File: src/rtl/note_seq_if.sv
// Bundle between note_seq and its neighbours: game-timer time, playback control, chart write port and note outputs.
// The master side is the game/control logic; the slave side is the sequencer.
interface note_seq_if #(
    parameter int NUM_TRACKS = 4,
    parameter int TIME_W     = 32,
    parameter int PITCH_W    = 32,
    parameter int IDX_W      = 7
);
    logic [TIME_W-1:0]     i_cur_time;
    logic                  i_start;
    logic                  i_pause;
    logic [IDX_W-1:0]      i_chart_len;
    logic                  i_wr_en;
    logic [IDX_W-1:0]      i_wr_addr;
    logic [TIME_W-1:0]     i_wr_time;
    logic [NUM_TRACKS-1:0] i_wr_mask;
    logic [PITCH_W-1:0]    i_wr_pitch;

    logic [NUM_TRACKS-1:0] o_note;
    logic                  o_note_valid;
    logic [IDX_W-1:0]      o_note_idx;
    logic [PITCH_W-1:0]    o_gen_pitch;
    logic                  o_busy;
    logic                  o_game_end;

    modport master (
        output i_cur_time, i_start, i_pause, i_chart_len,
        output i_wr_en, i_wr_addr, i_wr_time, i_wr_mask, i_wr_pitch,
        input  o_note, o_note_valid, o_note_idx, o_gen_pitch, o_busy, o_game_end
    );

    modport slave (
        input  i_cur_time, i_start, i_pause, i_chart_len,
        input  i_wr_en, i_wr_addr, i_wr_time, i_wr_mask, i_wr_pitch,
        output o_note, o_note_valid, o_note_idx, o_gen_pitch, o_busy, o_game_end
    );
endinterface

File: src/rtl/note_seq.sv
// Chart sequencer: walks a loadable note chart and issues per-lane spawn pulses LEAD_MS ahead of each hit time.
//
//   state   | meaning
//   --------+-------------------------------------------------------------
//   ST_IDLE | waiting for i_start after reset; chart writable
//   ST_RUN  | walking the chart, one note per cycle at most; chart locked
//   ST_DONE | every note issued, o_game_end high; chart writable, replay on i_start
module note_seq #(
    parameter int NUM_TRACKS = 4,
    parameter int NOTE_COUNT = 64,
    parameter int TIME_W     = 32,
    parameter int PITCH_W    = 32,
    parameter int LEAD_MS    = 0,
    parameter int IDX_W      = $clog2(NOTE_COUNT + 1)
) (
    input  logic     clk,
    input  logic     rst_n,
    note_seq_if.slave bus
);
    localparam int ADDR_W = (NOTE_COUNT > 1) ? $clog2(NOTE_COUNT) : 1;
    localparam logic [IDX_W-1:0] MAX_LEN  = IDX_W'(NOTE_COUNT);
    localparam logic [TIME_W:0]  LEAD_EXT = (TIME_W + 1)'(LEAD_MS);

    typedef enum logic [1:0] {
        ST_IDLE = 2'd0,
        ST_RUN  = 2'd1,
        ST_DONE = 2'd2
    } state_t;

    state_t           state_q, state_d;
    logic [IDX_W-1:0] idx_q, idx_d;
    logic [IDX_W-1:0] len_q, len_d;
    logic             emit;

    logic [TIME_W-1:0]     time_mem  [NOTE_COUNT];
    logic [NUM_TRACKS-1:0] mask_mem  [NOTE_COUNT];
    logic [PITCH_W-1:0]    pitch_mem [NOTE_COUNT];

    logic              wr_ok;
    logic [ADDR_W-1:0] wr_idx;
    logic [ADDR_W-1:0] rd_idx;
    logic [TIME_W:0]   lead_time;
    logic              due;
    logic [IDX_W-1:0]  len_in;

    // The chart is frozen while a run is walking it so a half-written chart is never played.
    assign wr_ok  = rst_n && bus.i_wr_en && (bus.i_wr_addr < MAX_LEN) && (state_q != ST_RUN);
    assign wr_idx = bus.i_wr_addr[ADDR_W-1:0];

    always_ff @(posedge clk) begin
        if (wr_ok) begin
            time_mem[wr_idx]  <= bus.i_wr_time;
            mask_mem[wr_idx]  <= bus.i_wr_mask;
            pitch_mem[wr_idx] <= bus.i_wr_pitch;
        end
    end

    // One extra bit keeps cur_time + LEAD_MS from wrapping near the top of the time range.
    assign rd_idx    = idx_q[ADDR_W-1:0];
    assign lead_time = {1'b0, bus.i_cur_time} + LEAD_EXT;
    assign due       = lead_time >= {1'b0, time_mem[rd_idx]};
    assign len_in    = (bus.i_chart_len > MAX_LEN) ? MAX_LEN : bus.i_chart_len;

    always_comb begin
        state_d = state_q;
        idx_d   = idx_q;
        len_d   = len_q;
        emit    = 1'b0;
        case (state_q)
            ST_IDLE, ST_DONE: begin
                if (bus.i_start) begin
                    state_d = ST_RUN;
                    idx_d   = '0;
                    len_d   = len_in;
                end
            end
            ST_RUN: begin
                if (bus.i_start) begin
                    idx_d = '0;
                    len_d = len_in;
                end else if (idx_q >= len_q) begin
                    state_d = ST_DONE;
                end else if (!bus.i_pause && due) begin
                    emit  = 1'b1;
                    idx_d = idx_q + IDX_W'(1);
                end
            end
            default: state_d = ST_IDLE;
        endcase
    end

    always_ff @(posedge clk) begin
        if (!rst_n) begin
            state_q          <= ST_IDLE;
            idx_q            <= '0;
            len_q            <= '0;
            bus.o_note       <= '0;
            bus.o_note_valid <= 1'b0;
            bus.o_note_idx   <= '0;
            bus.o_gen_pitch  <= '0;
        end else begin
            state_q          <= state_d;
            idx_q            <= idx_d;
            len_q            <= len_d;
            bus.o_note       <= emit ? mask_mem[rd_idx] : '0;
            bus.o_note_valid <= emit;
            if (emit) begin
                bus.o_note_idx  <= idx_q;
                bus.o_gen_pitch <= pitch_mem[rd_idx];
            end
        end
    end

    assign bus.o_busy     = (state_q == ST_RUN);
    assign bus.o_game_end = (state_q == ST_DONE);
endmodule

File: src/flat_wrapper.sv
// flat-port wrapper written by rule: the top's interface ports become plain ports
module note_seq_flat 
#(
    parameter int NUM_TRACKS = 4,
    parameter int NOTE_COUNT = 64,
    parameter int TIME_W     = 32,
    parameter int PITCH_W    = 32,
    parameter int LEAD_MS    = 0,
    parameter int IDX_W      = $clog2(NOTE_COUNT + 1)
)
  (clk, rst_n, bus_i_cur_time, bus_i_start, bus_i_pause, bus_i_chart_len, bus_i_wr_en, bus_i_wr_addr, bus_i_wr_time, bus_i_wr_mask, bus_i_wr_pitch, bus_o_note, bus_o_note_valid, bus_o_note_idx, bus_o_gen_pitch, bus_o_busy, bus_o_game_end);
  note_seq_if #(.NUM_TRACKS(NUM_TRACKS), .TIME_W(TIME_W), .PITCH_W(PITCH_W), .IDX_W(IDX_W)) bus_i ();
  input  logic clk;
  input  logic rst_n;
  input wire logic [$bits(bus_i.i_cur_time)-1:0] bus_i_cur_time;
  input wire logic [$bits(bus_i.i_start)-1:0] bus_i_start;
  input wire logic [$bits(bus_i.i_pause)-1:0] bus_i_pause;
  input wire logic [$bits(bus_i.i_chart_len)-1:0] bus_i_chart_len;
  input wire logic [$bits(bus_i.i_wr_en)-1:0] bus_i_wr_en;
  input wire logic [$bits(bus_i.i_wr_addr)-1:0] bus_i_wr_addr;
  input wire logic [$bits(bus_i.i_wr_time)-1:0] bus_i_wr_time;
  input wire logic [$bits(bus_i.i_wr_mask)-1:0] bus_i_wr_mask;
  input wire logic [$bits(bus_i.i_wr_pitch)-1:0] bus_i_wr_pitch;
  output wire logic [$bits(bus_i.o_note)-1:0] bus_o_note;
  output wire logic [$bits(bus_i.o_note_valid)-1:0] bus_o_note_valid;
  output wire logic [$bits(bus_i.o_note_idx)-1:0] bus_o_note_idx;
  output wire logic [$bits(bus_i.o_gen_pitch)-1:0] bus_o_gen_pitch;
  output wire logic [$bits(bus_i.o_busy)-1:0] bus_o_busy;
  output wire logic [$bits(bus_i.o_game_end)-1:0] bus_o_game_end;
  assign bus_i.i_cur_time = bus_i_cur_time;
  assign bus_i.i_start = bus_i_start;
  assign bus_i.i_pause = bus_i_pause;
  assign bus_i.i_chart_len = bus_i_chart_len;
  assign bus_i.i_wr_en = bus_i_wr_en;
  assign bus_i.i_wr_addr = bus_i_wr_addr;
  assign bus_i.i_wr_time = bus_i_wr_time;
  assign bus_i.i_wr_mask = bus_i_wr_mask;
  assign bus_i.i_wr_pitch = bus_i_wr_pitch;
  assign bus_o_note = bus_i.o_note;
  assign bus_o_note_valid = bus_i.o_note_valid;
  assign bus_o_note_idx = bus_i.o_note_idx;
  assign bus_o_gen_pitch = bus_i.o_gen_pitch;
  assign bus_o_busy = bus_i.o_busy;
  assign bus_o_game_end = bus_i.o_game_end;
  note_seq #(.NUM_TRACKS(NUM_TRACKS), .NOTE_COUNT(NOTE_COUNT), .TIME_W(TIME_W), .PITCH_W(PITCH_W), .LEAD_MS(LEAD_MS), .IDX_W(IDX_W)) u_core (.clk(clk), .rst_n(rst_n), .bus(bus_i));
endmodule
File: config.mk
export PLATFORM = sky130hd
export DESIGN_NAME = note_seq_flat
export DESIGN_NICKNAME = d
export VERILOG_FILES = /design/src/rtl/note_seq_if.sv /design/src/rtl/note_seq.sv /design/src/flat_wrapper.sv
export SDC_FILE = /design/constraint.sdc
export NUM_CORES = 2
export LEC_CHECK = 0
export CORE_MARGIN = 5
export CORE_UTILIZATION = 61
export CTS_BUF_LIST = sky130_fd_sc_hd__clkbuf_4
export DETAILED_ROUTE_END_ITERATION = 10
export GPL_ROUTABILITY_DRIVEN = 1
export PLACE_DENSITY = 0.79
export SYNTH_ARGS = -nofsm -noshare
export SYNTH_HDL_FRONTEND = slang
export SYNTH_MEMORY_MAX_BITS = 65536
export SYNTH_SLANG_ARGS = --single-unit
export TNS_END_PERCENT = 5
File: constraint.sdc
create_clock -name clk -period 12.7 [get_ports clk]
set_input_delay 1.27 -clock clk [delete_from_list [all_inputs] [get_ports clk]]
set_output_delay 1.27 -clock clk [all_outputs]
set_load 0.01 [all_outputs]
==> qor.csv <==
metric,value,unit
clock-sinks,4418,
worst-endpoint-arrival,9320,ps
clkTransAtPathRegs,80,ps
numPortBuffers,164,
hold-path-endpoint,u_core.time_mem[14][13],
grt_pass1_wl,648,mm
synth_top_cell_area_share,77.9,%
drc_errors,0,
hp-class,input port to register,
synth_top_flop_cell,sky130_fd_sc_hd__edfxtp_1,
setup-violations-final,0,
avgViaCountPerCell,7.09,
postSynth.asyncResetShare,0,%
cts-resized-gates,0,
place.detailed.instances,10600,
timing.critical_path.fanout_max,49,
wire_per_inst,37.1,microns
num_vias,88500,
post_cts_buffers,0,
detail_route.first_pass.iterations,6,
fp.dieW,535,microns
layout.filler_cells,15800,
vertical_extent_of_the_die,535,microns
avg_synthesized_cell_area,23.7,sq um
gpl.final_weighted_congestion,0.833,
postRouteWirelength,463,mm
timing.final.hold_violations,0,
drt_first_iter_violations,15700,
status,finished with violations,
syn_inst,7083,
rows,192,
cts.path.max_buffers,5,
synthMostInstantiatedCell,sky130_fd_sc_hd__edfxtp_1,
route.antenna.remaining_nets,0,
grt_use_total,32.8,%
layout_net_count,8346,
grt_antenna_before_repair,41,
synth_cell_types,46,
start_util,61.3,%
timing.hold.worst.start,bus_i_wr_time[13],
flow.area_growth_from_synthesis,11.6,%
cts_made_buffers,1129,
period_minus_slack,7840,ps
synth_commonest_cells,"sky130_fd_sc_hd__edfxtp_1 (4,352), sky130_fd_sc_hd__mux4_2 (1,162), sky130_fd_sc_hd__clkbuf_1 (212)",
layout.cells.non_filler,12500,
setup.reg_to_reg.worst_slack,4860,ps
netlist_area,168000,sq um
p_per_area,148,nW/um^2
critPathCaptureType,register,
static-leakage-power,57.5,nW
synth.yosys.warnings,0,
synth-seq-area-share,78.7,%
hpwlAfterDp,226,mm
ir_drop,0.0956,mV
synth_top_area_cell,sky130_fd_sc_hd__edfxtp_1,
final-max-slew-violation-count,19,
totalNegativeSetupSlack,0,ps
sum_of_overflow_across_all_layers_after_global_routing,0,
root_buffer,sky130_fd_sc_hd__clkbuf_4,
first_global_vias,89500,
timing.max_slew.rel_slack,-0.733,%
max-cap-violations,2,
worstHoldPathCells,1,
unrepaired_setup_endpoints_after_global_routing,no,
grt_start_max_net_pins,158,
max_freq,0.127,GHz
ioPinCount,165,
cts_tree,yes,
final_layout_size_suffix_gt1_share,35.5,%
floorplan.die_area,286000,sq um
reg2reg_to,u_core.bus.o_gen_pitch[7],
crit_type,register to register,
r2r.worst_path.cells,15,
core_region_area,274000,sq um
failed_checks,"capacitance limit, slew limit",
finalClockSkew,192,ps
ys_seq_elements,4418,
synth.net_count,7242,
h_tree_level_count,7,
worst_pin_slew,1510,ps
clk-insertion-delay-late,1710,ps
postCtsHoldBufs,0,
share_of_the_clock_period_used_by_the_worst_path_after_layout,61.8,%
synth-edff-count,4352,
timing.hold.ws,319,ps
start_kind,register,
synthTopCellsByArea,"sky130_fd_sc_hd__edfxtp_1 (78%), sky130_fd_sc_hd__mux4_2 (16%), sky130_fd_sc_hd__mux2i_1 (1.2%)",
worst_ep_required,14170,ps
[worst max path at each step]
stage | startpoint | endpoint | slack, ps
after floorplan | rst_n | u_core.mask_mem[30][0] | 7000
after global placement | register | u_core.bus.o_gen_pitch[30] | 4760
after detailed placement | register | u_core.bus.o_gen_pitch[9] | 4790
after CTS | register | u_core.bus.o_gen_pitch[7] | 4720
after global routing | register | u_core.bus.o_gen_pitch[2] | 4380
final | register | u_core.bus.o_gen_pitch[7] | 4860
[cells by family after synthesis]
kind of cell	Yosys count	share of synthesized area, %
flops	4418	78.7
mux	1376	16.9
compound gates	557	2.37
buf+inv	431	1.10
simple gates	261	0.693
fa+ha+maj	40	0.298
[metrics by stage]
step	util [%]	cell area, sq um	power, mW	worst slack, ps
finish	68.4	187000	27.7	4860
global route	68.4	187000	28.8	4380
global placement	63.6	174000	16.7	4760
CTS	68.3	187000	27.9	4720
detailed placement	63.6	174000	16.7	4790
floorplan	-	168000	16.5	7000
[critical path, cell delays in order, from the launching register on]
cell	delay, ps
sky130_fd_sc_hd__dfxtp_4	890
sky130_fd_sc_hd__buf_4	940
sky130_fd_sc_hd__buf_4	900
sky130_fd_sc_hd__mux4_2	630
sky130_fd_sc_hd__mux4_2	480
sky130_fd_sc_hd__mux4_2	510
sky130_fd_sc_hd__inv_1	100
sky130_fd_sc_hd__ha_1	120
sky130_fd_sc_hd__nand4_1	150
sky130_fd_sc_hd__or2_2	330
sky130_fd_sc_hd__or4_1	540
sky130_fd_sc_hd__o211ai_2	510
sky130_fd_sc_hd__buf_4	360
sky130_fd_sc_hd__and3_2	210
sky130_fd_sc_hd__buf_4	590
sky130_fd_sc_hd__a22o_1	220
[metal layers]
layer	up-vias	GRT usage, %	share of wire, %
li1	33400	-	-
met2	8633	49.6	47
met3	1496	10.8	15
met5	-	0	0.026
met1	44900	43.2	32
met4	18	17.4	5.6
[cells in the final DEF, fill, tap and decap left out, types with 55 or more instances in the layout]
cell type and count:
sky130_fd_sc_hd__buf_4 187, sky130_fd_sc_hd__o22ai_1 64, sky130_fd_sc_hd__buf_2 63, sky130_fd_sc_hd__mux2i_1 204
sky130_fd_sc_hd__a22o_1 96, sky130_fd_sc_hd__dfxtp_1 55, sky130_fd_sc_hd__a21oi_1 92, sky130_fd_sc_hd__edfxtp_1 4352
sky130_fd_sc_hd__a211oi_1 65, sky130_fd_sc_hd__mux4_2 1162, sky130_fd_sc_hd__a22oi_1 128, sky130_fd_sc_hd__nor2_4 66
sky130_fd_sc_hd__clkinv_1 194, sky130_fd_sc_hd__clkdlybuf4s50_1 101, sky130_fd_sc_hd__clkbuf_4 1571
[report_power, final]
part	internal, mW	total (mW)	switching [mW]
logic	0.103	0.399	0.296
registers	16.0	16.0	0.00785
clock network	5.84	11.3	5.47
total	22.0	27.7	5.78
[state kept, by name (all words and copies together), names as in the netlist, named ones only]
signal	flops
u_core.bus.o_gen_pitch	32
u_core.bus.o_note	4
u_core.bus.o_note_idx	7
u_core.bus.o_note_valid	1
u_core.idx_q	7
u_core.len_q	7
u_core.mask_mem	256
u_core.pitch_mem	2048
u_core.state_q	2
u_core.time_mem	2048
[area by class of cell]
class / instances / area [sq um] / share of cell area [%]
flip-flops and latches: 4418 / 132000 / 70.5
multi-input cells: 2234 / 34500 / 18.4
clock buffers: 1571 / 11800 / 6.30
well taps: 3589 / 4490 / 2.40
repair buffers: 367 / 3050 / 1.63
clock inverters: 238 / 1170 / 0.626
inverters: 37 / 139 / 0.0742
diodes: 24 / 60.1 / 0.0321
No activity file was read; power rests on OpenSTA's default activity.
